--- src/rtl/mem_lsu_pkg.sv ---
// Shared encodings and defaults for the memory-stage load/store unit.
// Load/store type codes, FSM states, bus timeout default and the alignment rule.
package mem_lsu_pkg;

    localparam int LSU_DATA_W      = 32;
    localparam int LSU_ADDR_W      = 32;
    localparam int LSU_BUS_TIMEOUT = 255;

    typedef enum logic [2:0] {
        LD_NONE = 3'd0,
        LD_LB   = 3'd1,
        LD_LH   = 3'd2,
        LD_LW   = 3'd3,
        LD_LBU  = 3'd4,
        LD_LHU  = 3'd5
    } ld_type_e;

    typedef enum logic [1:0] {
        ST_NONE = 2'd0,
        ST_SB   = 2'd1,
        ST_SH   = 2'd2,
        ST_SW   = 2'd3
    } st_type_e;

    typedef enum logic [1:0] {
        S_IDLE = 2'd0,
        S_REQ  = 2'd1,
        S_WAIT = 2'd2,
        S_DONE = 2'd3
    } lsu_state_e;

    // Halfword ops need addr[0]==0, word ops need addr[1:0]==0; stores win over loads.
    function automatic logic lsu_misaligned(input logic is_store, input st_type_e st,
                                            input ld_type_e ld, input logic [1:0] lo);
        if (is_store)
            return ((st == ST_SH) && lo[0]) || ((st == ST_SW) && (lo != 2'b00));
        return (((ld == LD_LH) || (ld == LD_LHU)) && lo[0]) || ((ld == LD_LW) && (lo != 2'b00));
    endfunction

endpackage

--- src/rtl/mem_lsu_if.sv ---
// Single-beat request/response data-cache bus between the LSU (master) and the cache (slave).
interface mem_lsu_if #(
    parameter int AW = 32,
    parameter int DW = 32
) ();
    logic          Dcache_Req;
    logic          Dcache_We;
    logic [AW-1:0] Dcache_Addr;
    logic [DW-1:0] Dcache_WrData;
    logic [3:0]    Dcache_WrStrb;
    logic          Dcache_Ready;
    logic          Dcache_RdValid;
    logic [DW-1:0] Dcache_RdData;

    modport master (
        output Dcache_Req, Dcache_We, Dcache_Addr, Dcache_WrData, Dcache_WrStrb,
        input  Dcache_Ready, Dcache_RdValid, Dcache_RdData
    );

    modport slave (
        input  Dcache_Req, Dcache_We, Dcache_Addr, Dcache_WrData, Dcache_WrStrb,
        output Dcache_Ready, Dcache_RdValid, Dcache_RdData
    );
endinterface

--- src/rtl/mem_lsu_ld_align.sv ---
// Load-data extraction: picks the addressed byte/half out of the bus word and extends it.
// Purely combinational so the writeback path can reuse it on its own registered data.
module lsu_ld_align
    import mem_lsu_pkg::*;
(
    input  logic [31:0] i_rd_data,
    input  logic [1:0]  i_addr_lo,
    input  ld_type_e    i_ld_type,
    output logic [31:0] o_ld_data
);

    logic [7:0]  w_byte;
    logic [15:0] w_half;

    assign w_byte = i_rd_data[{i_addr_lo, 3'b000} +: 8];
    assign w_half = i_rd_data[{i_addr_lo[1], 4'b0000} +: 16];

    always_comb begin
        o_ld_data = 32'd0;
        case (i_ld_type)
            LD_LB:   o_ld_data = {{24{w_byte[7]}}, w_byte};
            LD_LBU:  o_ld_data = {24'd0, w_byte};
            LD_LH:   o_ld_data = {{16{w_half[15]}}, w_half};
            LD_LHU:  o_ld_data = {16'd0, w_half};
            LD_LW:   o_ld_data = i_rd_data;
            default: o_ld_data = 32'd0;
        endcase
    end

endmodule

--- src/rtl/mem_lsu.sv ---
// Memory-stage load/store unit: alignment check, store lane steering, one outstanding
// data-cache transaction with timeout, and load extraction into a registered result.
module mem_lsu
    import mem_lsu_pkg::*;
#(
    parameter int DATA_WIDTH  = LSU_DATA_W,
    parameter int ADDR_WIDTH  = LSU_ADDR_W,
    parameter int BUS_TIMEOUT = LSU_BUS_TIMEOUT
) (
    input  logic                  clk,
    input  logic                  rst,
    input  logic                  EX_LdStFlag,
    input  logic [ADDR_WIDTH-1:0] EX_AluData,
    input  logic [DATA_WIDTH-1:0] EX_StData,
    input  logic [2:0]            EX_LdType,
    input  logic [1:0]            EX_StType,
    input  logic                  Pipe_Flush,
    mem_lsu_if.master             dc,
    output logic [DATA_WIDTH-1:0] MEM_LdData,
    output logic                  MEM_LdValid,
    output logic                  MEM_Misalign,
    output logic                  MEM_AccessFault,
    output logic [ADDR_WIDTH-1:0] MEM_BadAddr,
    output logic                  LSU_Stall
);

    lsu_state_e            r_state;
    logic                  r_req;
    logic                  r_we;
    logic [ADDR_WIDTH-1:0] r_addr;
    logic [ADDR_WIDTH-1:0] r_addr_full;
    logic [DATA_WIDTH-1:0] r_wdata;
    logic [3:0]            r_strb;
    logic [1:0]            r_addr_lo;
    ld_type_e              r_ld_type;
    logic                  r_is_load;
    logic                  r_kill;
    logic [7:0]            r_cnt;
    logic [DATA_WIDTH-1:0] r_ld_data;
    logic                  r_ld_valid;
    logic                  r_misalign;
    logic                  r_fault;
    logic [ADDR_WIDTH-1:0] r_bad_addr;

    st_type_e              w_st_type;
    ld_type_e              w_ld_type;
    logic                  w_is_store;
    logic                  w_is_load;
    logic                  w_start;
    logic                  w_misalign;
    logic                  w_go;
    logic                  w_bad;
    logic [3:0]            w_byte_strb;
    logic [3:0]            w_strb;
    logic [DATA_WIDTH-1:0] w_wdata;
    logic [DATA_WIDTH-1:0] w_ld_data;

    assign w_st_type  = st_type_e'(EX_StType);
    assign w_ld_type  = ld_type_e'(EX_LdType);
    assign w_is_store = (w_st_type != ST_NONE);
    assign w_is_load  = !w_is_store && (EX_LdType >= 3'd1) && (EX_LdType <= 3'd5);

    assign w_start    = EX_LdStFlag && !Pipe_Flush && (w_is_store || w_is_load) &&
                        ((r_state == S_IDLE) || (r_state == S_DONE));
    assign w_misalign = lsu_misaligned(w_is_store, w_st_type, w_ld_type, EX_AluData[1:0]);
    assign w_go       = w_start && !w_misalign;
    assign w_bad      = w_start && w_misalign;

    genvar gi;
    generate
        for (gi = 0; gi < 4; gi++) begin : g_byte_lane
            assign w_byte_strb[gi] = (EX_AluData[1:0] == 2'(gi));
        end
    endgenerate

    always_comb begin
        w_strb  = 4'b0000;
        w_wdata = '0;
        case (w_st_type)
            ST_SB: begin
                w_strb  = w_byte_strb;
                w_wdata = {4{EX_StData[7:0]}};
            end
            ST_SH: begin
                w_strb  = EX_AluData[1] ? 4'b1100 : 4'b0011;
                w_wdata = {2{EX_StData[15:0]}};
            end
            ST_SW: begin
                w_strb  = 4'b1111;
                w_wdata = EX_StData;
            end
            default: begin
                w_strb  = 4'b0000;
                w_wdata = '0;
            end
        endcase
    end

    lsu_ld_align u_ld_align (
        .i_rd_data (dc.Dcache_RdData),
        .i_addr_lo (r_addr_lo),
        .i_ld_type (r_ld_type),
        .o_ld_data (w_ld_data)
    );

    always_ff @(posedge clk) begin
        if (rst) begin
            r_state     <= S_IDLE;
            r_req       <= 1'b0;
            r_we        <= 1'b0;
            r_addr      <= '0;
            r_addr_full <= '0;
            r_wdata     <= '0;
            r_strb      <= 4'b0000;
            r_addr_lo   <= 2'b00;
            r_ld_type   <= LD_NONE;
            r_is_load   <= 1'b0;
            r_kill      <= 1'b0;
            r_cnt       <= 8'd0;
            r_ld_data   <= '0;
            r_ld_valid  <= 1'b0;
            r_misalign  <= 1'b0;
            r_fault     <= 1'b0;
            r_bad_addr  <= '0;
        end else begin
            r_ld_valid <= 1'b0;
            r_misalign <= 1'b0;
            r_fault    <= 1'b0;

            if (w_bad) begin
                r_misalign <= 1'b1;
                r_bad_addr <= EX_AluData;
            end

            case (r_state)
                S_IDLE, S_DONE: begin
                    if (w_go) begin
                        r_state     <= S_REQ;
                        r_req       <= 1'b1;
                        r_we        <= w_is_store;
                        r_addr      <= {EX_AluData[ADDR_WIDTH-1:2], 2'b00};
                        r_addr_full <= EX_AluData;
                        r_wdata     <= w_wdata;
                        r_strb      <= w_strb;
                        r_addr_lo   <= EX_AluData[1:0];
                        r_ld_type   <= w_is_load ? w_ld_type : LD_NONE;
                        r_is_load   <= w_is_load;
                        r_kill      <= 1'b0;
                    end else begin
                        r_state <= S_IDLE;
                    end
                end
                S_REQ: begin
                    // Acceptance beats a simultaneous flush; the flush then only kills the result.
                    if (dc.Dcache_Ready) begin
                        r_req   <= 1'b0;
                        r_state <= S_WAIT;
                        r_cnt   <= 8'd0;
                        r_kill  <= Pipe_Flush;
                    end else if (Pipe_Flush) begin
                        r_req   <= 1'b0;
                        r_state <= S_IDLE;
                    end
                end
                S_WAIT: begin
                    if (Pipe_Flush)
                        r_kill <= 1'b1;
                    if (dc.Dcache_RdValid) begin
                        r_state <= S_DONE;
                        if (r_is_load) begin
                            r_ld_data  <= w_ld_data;
                            r_ld_valid <= !(r_kill || Pipe_Flush);
                        end
                    end else if (r_cnt == 8'(BUS_TIMEOUT - 1)) begin
                        r_fault    <= 1'b1;
                        r_bad_addr <= r_addr_full;
                        r_state    <= S_IDLE;
                    end else begin
                        r_cnt <= r_cnt + 8'd1;
                    end
                end
                default: r_state <= S_IDLE;
            endcase
        end
    end

    assign dc.Dcache_Req     = r_req;
    assign dc.Dcache_We      = r_we;
    assign dc.Dcache_Addr    = r_addr;
    assign dc.Dcache_WrData  = r_wdata;
    assign dc.Dcache_WrStrb  = r_strb;

    assign MEM_LdData      = r_ld_data;
    assign MEM_LdValid     = r_ld_valid;
    assign MEM_Misalign    = r_misalign;
    assign MEM_AccessFault = r_fault;
    assign MEM_BadAddr     = r_bad_addr;
    assign LSU_Stall       = (r_state == S_REQ) || (r_state == S_WAIT) || w_go;

endmodule

--- src/flat_wrapper.sv ---
// flat-port wrapper written by rule: the top's interface ports become plain ports
module mem_lsu_flat import mem_lsu_pkg::*;
#(
    parameter int DATA_WIDTH  = LSU_DATA_W,
    parameter int ADDR_WIDTH  = LSU_ADDR_W,
    parameter int BUS_TIMEOUT = LSU_BUS_TIMEOUT
)
  (clk, rst, EX_LdStFlag, EX_AluData, EX_StData, EX_LdType, EX_StType, Pipe_Flush, MEM_LdData, MEM_LdValid, MEM_Misalign, MEM_AccessFault, MEM_BadAddr, LSU_Stall, dc_Dcache_Req, dc_Dcache_We, dc_Dcache_Addr, dc_Dcache_WrData, dc_Dcache_WrStrb, dc_Dcache_Ready, dc_Dcache_RdValid, dc_Dcache_RdData);
  mem_lsu_if #(.AW(32), .DW(32)) dc_i ();
  input  logic clk;
  input  logic rst;
  input  logic EX_LdStFlag;
  input  logic [ADDR_WIDTH-1:0] EX_AluData;
  input  logic [DATA_WIDTH-1:0] EX_StData;
  input  logic [2:0] EX_LdType;
  input  logic [1:0] EX_StType;
  input  logic Pipe_Flush;
  output logic [DATA_WIDTH-1:0] MEM_LdData;
  output logic MEM_LdValid;
  output logic MEM_Misalign;
  output logic MEM_AccessFault;
  output logic [ADDR_WIDTH-1:0] MEM_BadAddr;
  output logic LSU_Stall;
  output wire logic [$bits(dc_i.Dcache_Req)-1:0] dc_Dcache_Req;
  output wire logic [$bits(dc_i.Dcache_We)-1:0] dc_Dcache_We;
  output wire logic [$bits(dc_i.Dcache_Addr)-1:0] dc_Dcache_Addr;
  output wire logic [$bits(dc_i.Dcache_WrData)-1:0] dc_Dcache_WrData;
  output wire logic [$bits(dc_i.Dcache_WrStrb)-1:0] dc_Dcache_WrStrb;
  input wire logic [$bits(dc_i.Dcache_Ready)-1:0] dc_Dcache_Ready;
  input wire logic [$bits(dc_i.Dcache_RdValid)-1:0] dc_Dcache_RdValid;
  input wire logic [$bits(dc_i.Dcache_RdData)-1:0] dc_Dcache_RdData;
  assign dc_Dcache_Req = dc_i.Dcache_Req;
  assign dc_Dcache_We = dc_i.Dcache_We;
  assign dc_Dcache_Addr = dc_i.Dcache_Addr;
  assign dc_Dcache_WrData = dc_i.Dcache_WrData;
  assign dc_Dcache_WrStrb = dc_i.Dcache_WrStrb;
  assign dc_i.Dcache_Ready = dc_Dcache_Ready;
  assign dc_i.Dcache_RdValid = dc_Dcache_RdValid;
  assign dc_i.Dcache_RdData = dc_Dcache_RdData;
  mem_lsu #(.DATA_WIDTH(DATA_WIDTH), .ADDR_WIDTH(ADDR_WIDTH), .BUS_TIMEOUT(BUS_TIMEOUT)) u_core (.clk(clk), .rst(rst), .EX_LdStFlag(EX_LdStFlag), .EX_AluData(EX_AluData), .EX_StData(EX_StData), .EX_LdType(EX_LdType), .EX_StType(EX_StType), .Pipe_Flush(Pipe_Flush), .dc(dc_i), .MEM_LdData(MEM_LdData), .MEM_LdValid(MEM_LdValid), .MEM_Misalign(MEM_Misalign), .MEM_AccessFault(MEM_AccessFault), .MEM_BadAddr(MEM_BadAddr), .LSU_Stall(LSU_Stall));
endmodule
--- config.mk ---
export PLATFORM = sky130hd
export DESIGN_NAME = mem_lsu_flat
export DESIGN_NICKNAME = d
export VERILOG_FILES = /design/src/rtl/mem_lsu_pkg.sv /design/src/rtl/mem_lsu_if.sv /design/src/rtl/mem_lsu_ld_align.sv /design/src/rtl/mem_lsu.sv /design/src/flat_wrapper.sv
export SDC_FILE = /design/constraint.sdc
export NUM_CORES = 1
export LEC_CHECK = 0
export CORE_UTILIZATION = 29
export CTS_BUF_LIST = sky130_fd_sc_hd__clkbuf_4
export CTS_CLUSTER_DIAMETER = 120
export CTS_CLUSTER_SIZE = 20
export DETAILED_ROUTE_END_ITERATION = 7
export GPL_TIMING_DRIVEN = 0
export PLACE_DENSITY = 0.61
export REMOVE_ABC_BUFFERS = 1
export SKIP_LAST_GASP = 1
export SLEW_MARGIN = 30
export SYNTH_ARGS = -nofsm -noshare
export SYNTH_HDL_FRONTEND = slang
export SYNTH_SLANG_ARGS = --single-unit
--- constraint.sdc ---
create_clock -name clk -period 2.8 [get_ports clk]
set_clock_uncertainty 0.2 [all_clocks]
set_input_delay 0.56 -clock clk [delete_from_list [all_inputs] [get_ports clk]]
set_output_delay 0.56 -clock clk [all_outputs]
set_load 0.005 [all_outputs]
==> flow_summary.rst <==
.. list-table::
   :header-rows: 1

   * - Metric
     - Value
   * - Unrepaired setup endpoints after global routing
     - no
   * - Initial core utilization
     - 0.295
   * - Data arrival time of the worst path
     - ~1900 ps
   * - Initial antenna violation count
     - 1
   * - CTS clk-pin slew, worst paths
     - around 160 ps
   * - Hold/Removal Path Class
     - in -> reg
   * - Die Outline Area
     - around 24000 µm²
   * - Achievable frequency
     - 372 MHz
   * - Number of top-level pins
     - about 250
   * - Clock latency on the worst-skew pair
     - between 500 and 600 ps
   * - Std cell rows
     - 56
   * - Core Region
     - 23400 µm²
   * - Detailed-placement wirelength estimate
     - 14.6 mm
   * - Yosys reg bits
     - 152
   * - Synth top area share
     - 0.441
   * - Global-route wire length before repair
     - 33.7 mm
   * - Cell area after technology mapping
     - 6900 µm²
   * - Number of nets in the layout
     - 1118
   * - Yosys warning total
     - 0
   * - Number of H-tree levels
     - 4
   * - Number of buffers inserted for hold repair after clock tree synthesis
     - 0
   * - Share of the yosys chip area belonging to registers
     - 0.441
   * - Type of origin of the critical path
     - flip-flop
   * - Pin count of the biggest net entering global routing
     - 54
   * - Die extent in y
     - roughly 160 µm
   * - Time the final worst path needs with I/O delays and setup
     - ~2700 ps
   * - Dominant cell by count in the synthesized netlist
     - sky130_fd_sc_hd__nand2_1
   * - Slew headroom
     - 0.390
   * - Count of distinct cell types in the synthesized netlist
     - 56
   * - Chip Width
     - 156 µm
   * - CP Capture Type
     - output pin
   * - Cell chosen for the clock root
     - sky130_fd_sc_hd__clkbuf_4
   * - Leading cell types by total area after synthesis
     - sky130_fd_sc_hd__dfxtp_1 44%, sky130_fd_sc_hd__nand2_1 8.5%, sky130_fd_sc_hd__a21oi_1 5.1%
   * - Critical Path Slowest Stage Cell
     - sky130_fd_sc_hd__dfxtp_2
   * - Critical path required time
     - 2040 ps
   * - Leakage power
     - around 0.0033 µW
   * - Critical Path, Cell by Cell
     - inv_2 > ha_4 > nand3b_1 > nand4bb_4 > buf_12 > nand2_2 > buf_6
   * - Number of global-route vias before repair
     - between 6000 and 7000
   * - Worst setup path category
     - reg -> out
   * - CP peak stage delay
     - 370 ps
   * - Maximum fanout along the worst path
     - 2
   * - Clock buffers created by TritonCTS
     - 17
   * - Final period util
     - 0.961
   * - Buf/Inv on CP
     - 3
   * - Hold depth
     - 2
   * - RR Endpoint
     - u_core.MEM_LdData[15]
   * - Residual DRC
     - 0
   * - Slack of the worst reg-to-reg path
     - between 100 and 150 ps
   * - Total Routing Usage GR
     - 0.177
   * - Max-cap check violation count
     - 0
   * - Largest delay contributor family on the critical path
     - simple AND/OR/NAND/NOR gates
   * - CTS tree
     - built
   * - Syn-to-layout area delta
     - 43.8%
   * - Areal power density over the cells
     - 445 nW/µm²
   * - Vias
     - 6451
   * - Biggest area consumer among synthesized cells
     - sky130_fd_sc_hd__dfxtp_1
   * - CTS max path bufs
     - 2
   * - Final hold vios
     - 0
   * - Post-synthesis instance total
     - 811
   * - Startpoint of the lowest-slack hold path
     - rst
   * - Terminating pin of the worst hold path
     - u_core.dc.Dcache_WrData[1]
   * - R2r worst-path depth
     - 4
   * - Post-detailed-route wirelength per cell
     - 16.1 µm
   * - Average instance area after synthesis
     - about 8.5 µm²
   * - GPL Wtd Cong
     - between 0.7 and 0.8
   * - Share of post-route cells with drive strength above 1
     - 0.112
   * - Number of synthesized flops with an enable pin
     - 0
   * - Fraction of synthesis flops using an asynchronous set or reset pin
     - 0
   * - Count of antenna-violating nets left after detailed routing
     - 0
   * - Sum of negative setup slack
     - 0 ps
   * - Fin. max-slew vios
     - 0
   * - Most used flip-flop cell after synthesis
     - sky130_fd_sc_hd__dfxtp_1
   * - Post-route core utilization
     - 0.424
   * - Global-route congestion overflow total
     - 0
   * - Number of port buffers
     - 242
   * - Launch point of the worst reg-to-reg path
     - u_core.r_addr_full[1]
   * - Maximum ir drop on the vdd rail
     - 0.000207 V
   * - Actual transition at the worst max-transition pin
     - 913 ps
   * - Vias per cell
     - 4.81
   * - Run status
     - completed
   * - Top post-synthesis cells by count
     - 156 x sky130_fd_sc_hd__nand2_1, 152 x sky130_fd_sc_hd__dfxtp_1, 70 x sky130_fd_sc_hd__a21oi_1
   * - Final setup fails
     - 0
   * - WL final
     - 21.6 mm
   * - First drt pass iteration count
     - 5
   * - Initial detailed-routing violation count
     - 338
   * - Clk sink count
     - 152
sequential cells by signal, indices dropped and copies added, names as in the netlist, 2 cells and up:
signal / flops
u_core.r_state: 2
u_core.r_addr_full: 31
u_core.r_cnt: 8
u_core.r_ld_type: 3
u_core.dc.Dcache_WrStrb: 4
u_core.dc.Dcache_WrData: 32
u_core.MEM_BadAddr: 32
u_core.MEM_LdData: 32
routing by layer:
layer  global-route usage  wire length [µm]  vias to the layer above
met5                    0                 0                        -
met4               0.0523               294                        0
met3               0.0548              1560                       16
met2                0.298             10300                      194
met1                0.216              9470                     3022
li1                     -                 -                     3219
area by class of cell:
class | instances | area (µm²)
antenna | 1 | 2.50
clock buffer | 17 | 128
clock inverter | 15 | 170
fill | 2390 | 13500
inverter | 7 | 26.3
multi-input combinational | 559 | 3390
sequential | 152 | 3040
tap | 319 | 399
timing repair buffer | 270 | 2760
timing repair:
item / CTS / global route
gates cloned: 1 / 0
resized for setup: 18 / 3
buffers inserted: 10 / 6
pin swaps: 6 / 2
setup endpoints to repair: 11 / 11
placed cells by master, fill, tap and decap left out, types with 19 or more instances in the layout:
cell and n:
sky130_fd_sc_hd__clkdlybuf4s50_1 233, sky130_fd_sc_hd__mux2i_1 35, sky130_fd_sc_hd__o21ai_0 19, sky130_fd_sc_hd__nand2_1 155, sky130_fd_sc_hd__o21ai_1 51, sky130_fd_sc_hd__a221oi_1 32
sky130_fd_sc_hd__nor2_1 45, sky130_fd_sc_hd__mux2_2 31, sky130_fd_sc_hd__a21oi_1 70, sky130_fd_sc_hd__nor3_1 27, sky130_fd_sc_hd__dfxtp_1 151
worst max-delay path by stage:
stage | cells after the start | to | startpoint | slack (ps)
floorplan | 4 | LSU_Stall | EX_AluData[1] | -960
global route | 7 | LSU_Stall | u_core.r_state[0] | 0.06
global placement | 6 | LSU_Stall | EX_StType[1] | -4630
detailed placement | 7 | LSU_Stall | EX_AluData[1] | -1080
CTS | 7 | LSU_Stall | EX_LdType[0] | 3
finish | 7 | LSU_Stall | u_core.r_state[0] | 110
report_power, final:
part / internal, µW / switching, µW
Clock: 424 / 993
Combinational: 399 / 314
Sequential: 2230 / 46.3
Total: 3060 / 1350
kinds of logic after synthesis:
family | count (synthesis) | share of synthesized area
adders and majority gates | 5 | 0.00871
AOI/OAI and AO/OA | 199 | 0.177
buffers and inverters | 101 | 0.0811
and+or+nand+nor | 280 | 0.179
muxes | 68 | 0.106
xor gates and xnor gates | 5 | 0.00635
DFF | 152 | 0.441
other | 1 | 0.000544
stage by stage:
stage,hold WS [ps],cell area (µm²),total power [µW],instances,setup slack (ps)
after global placement,233,9190,3000,1279,-4630
after CTS,78.2,9850,4480,1333,2.62
after global routing,113,9920,4630,1340,0.0635
final,136,9920,4410,1340,110
after detailed placement,241,9410,3010,1290,-1080
after floorplan,219,6370,2560,718,-963
Power figures use the tool's default switching activity.
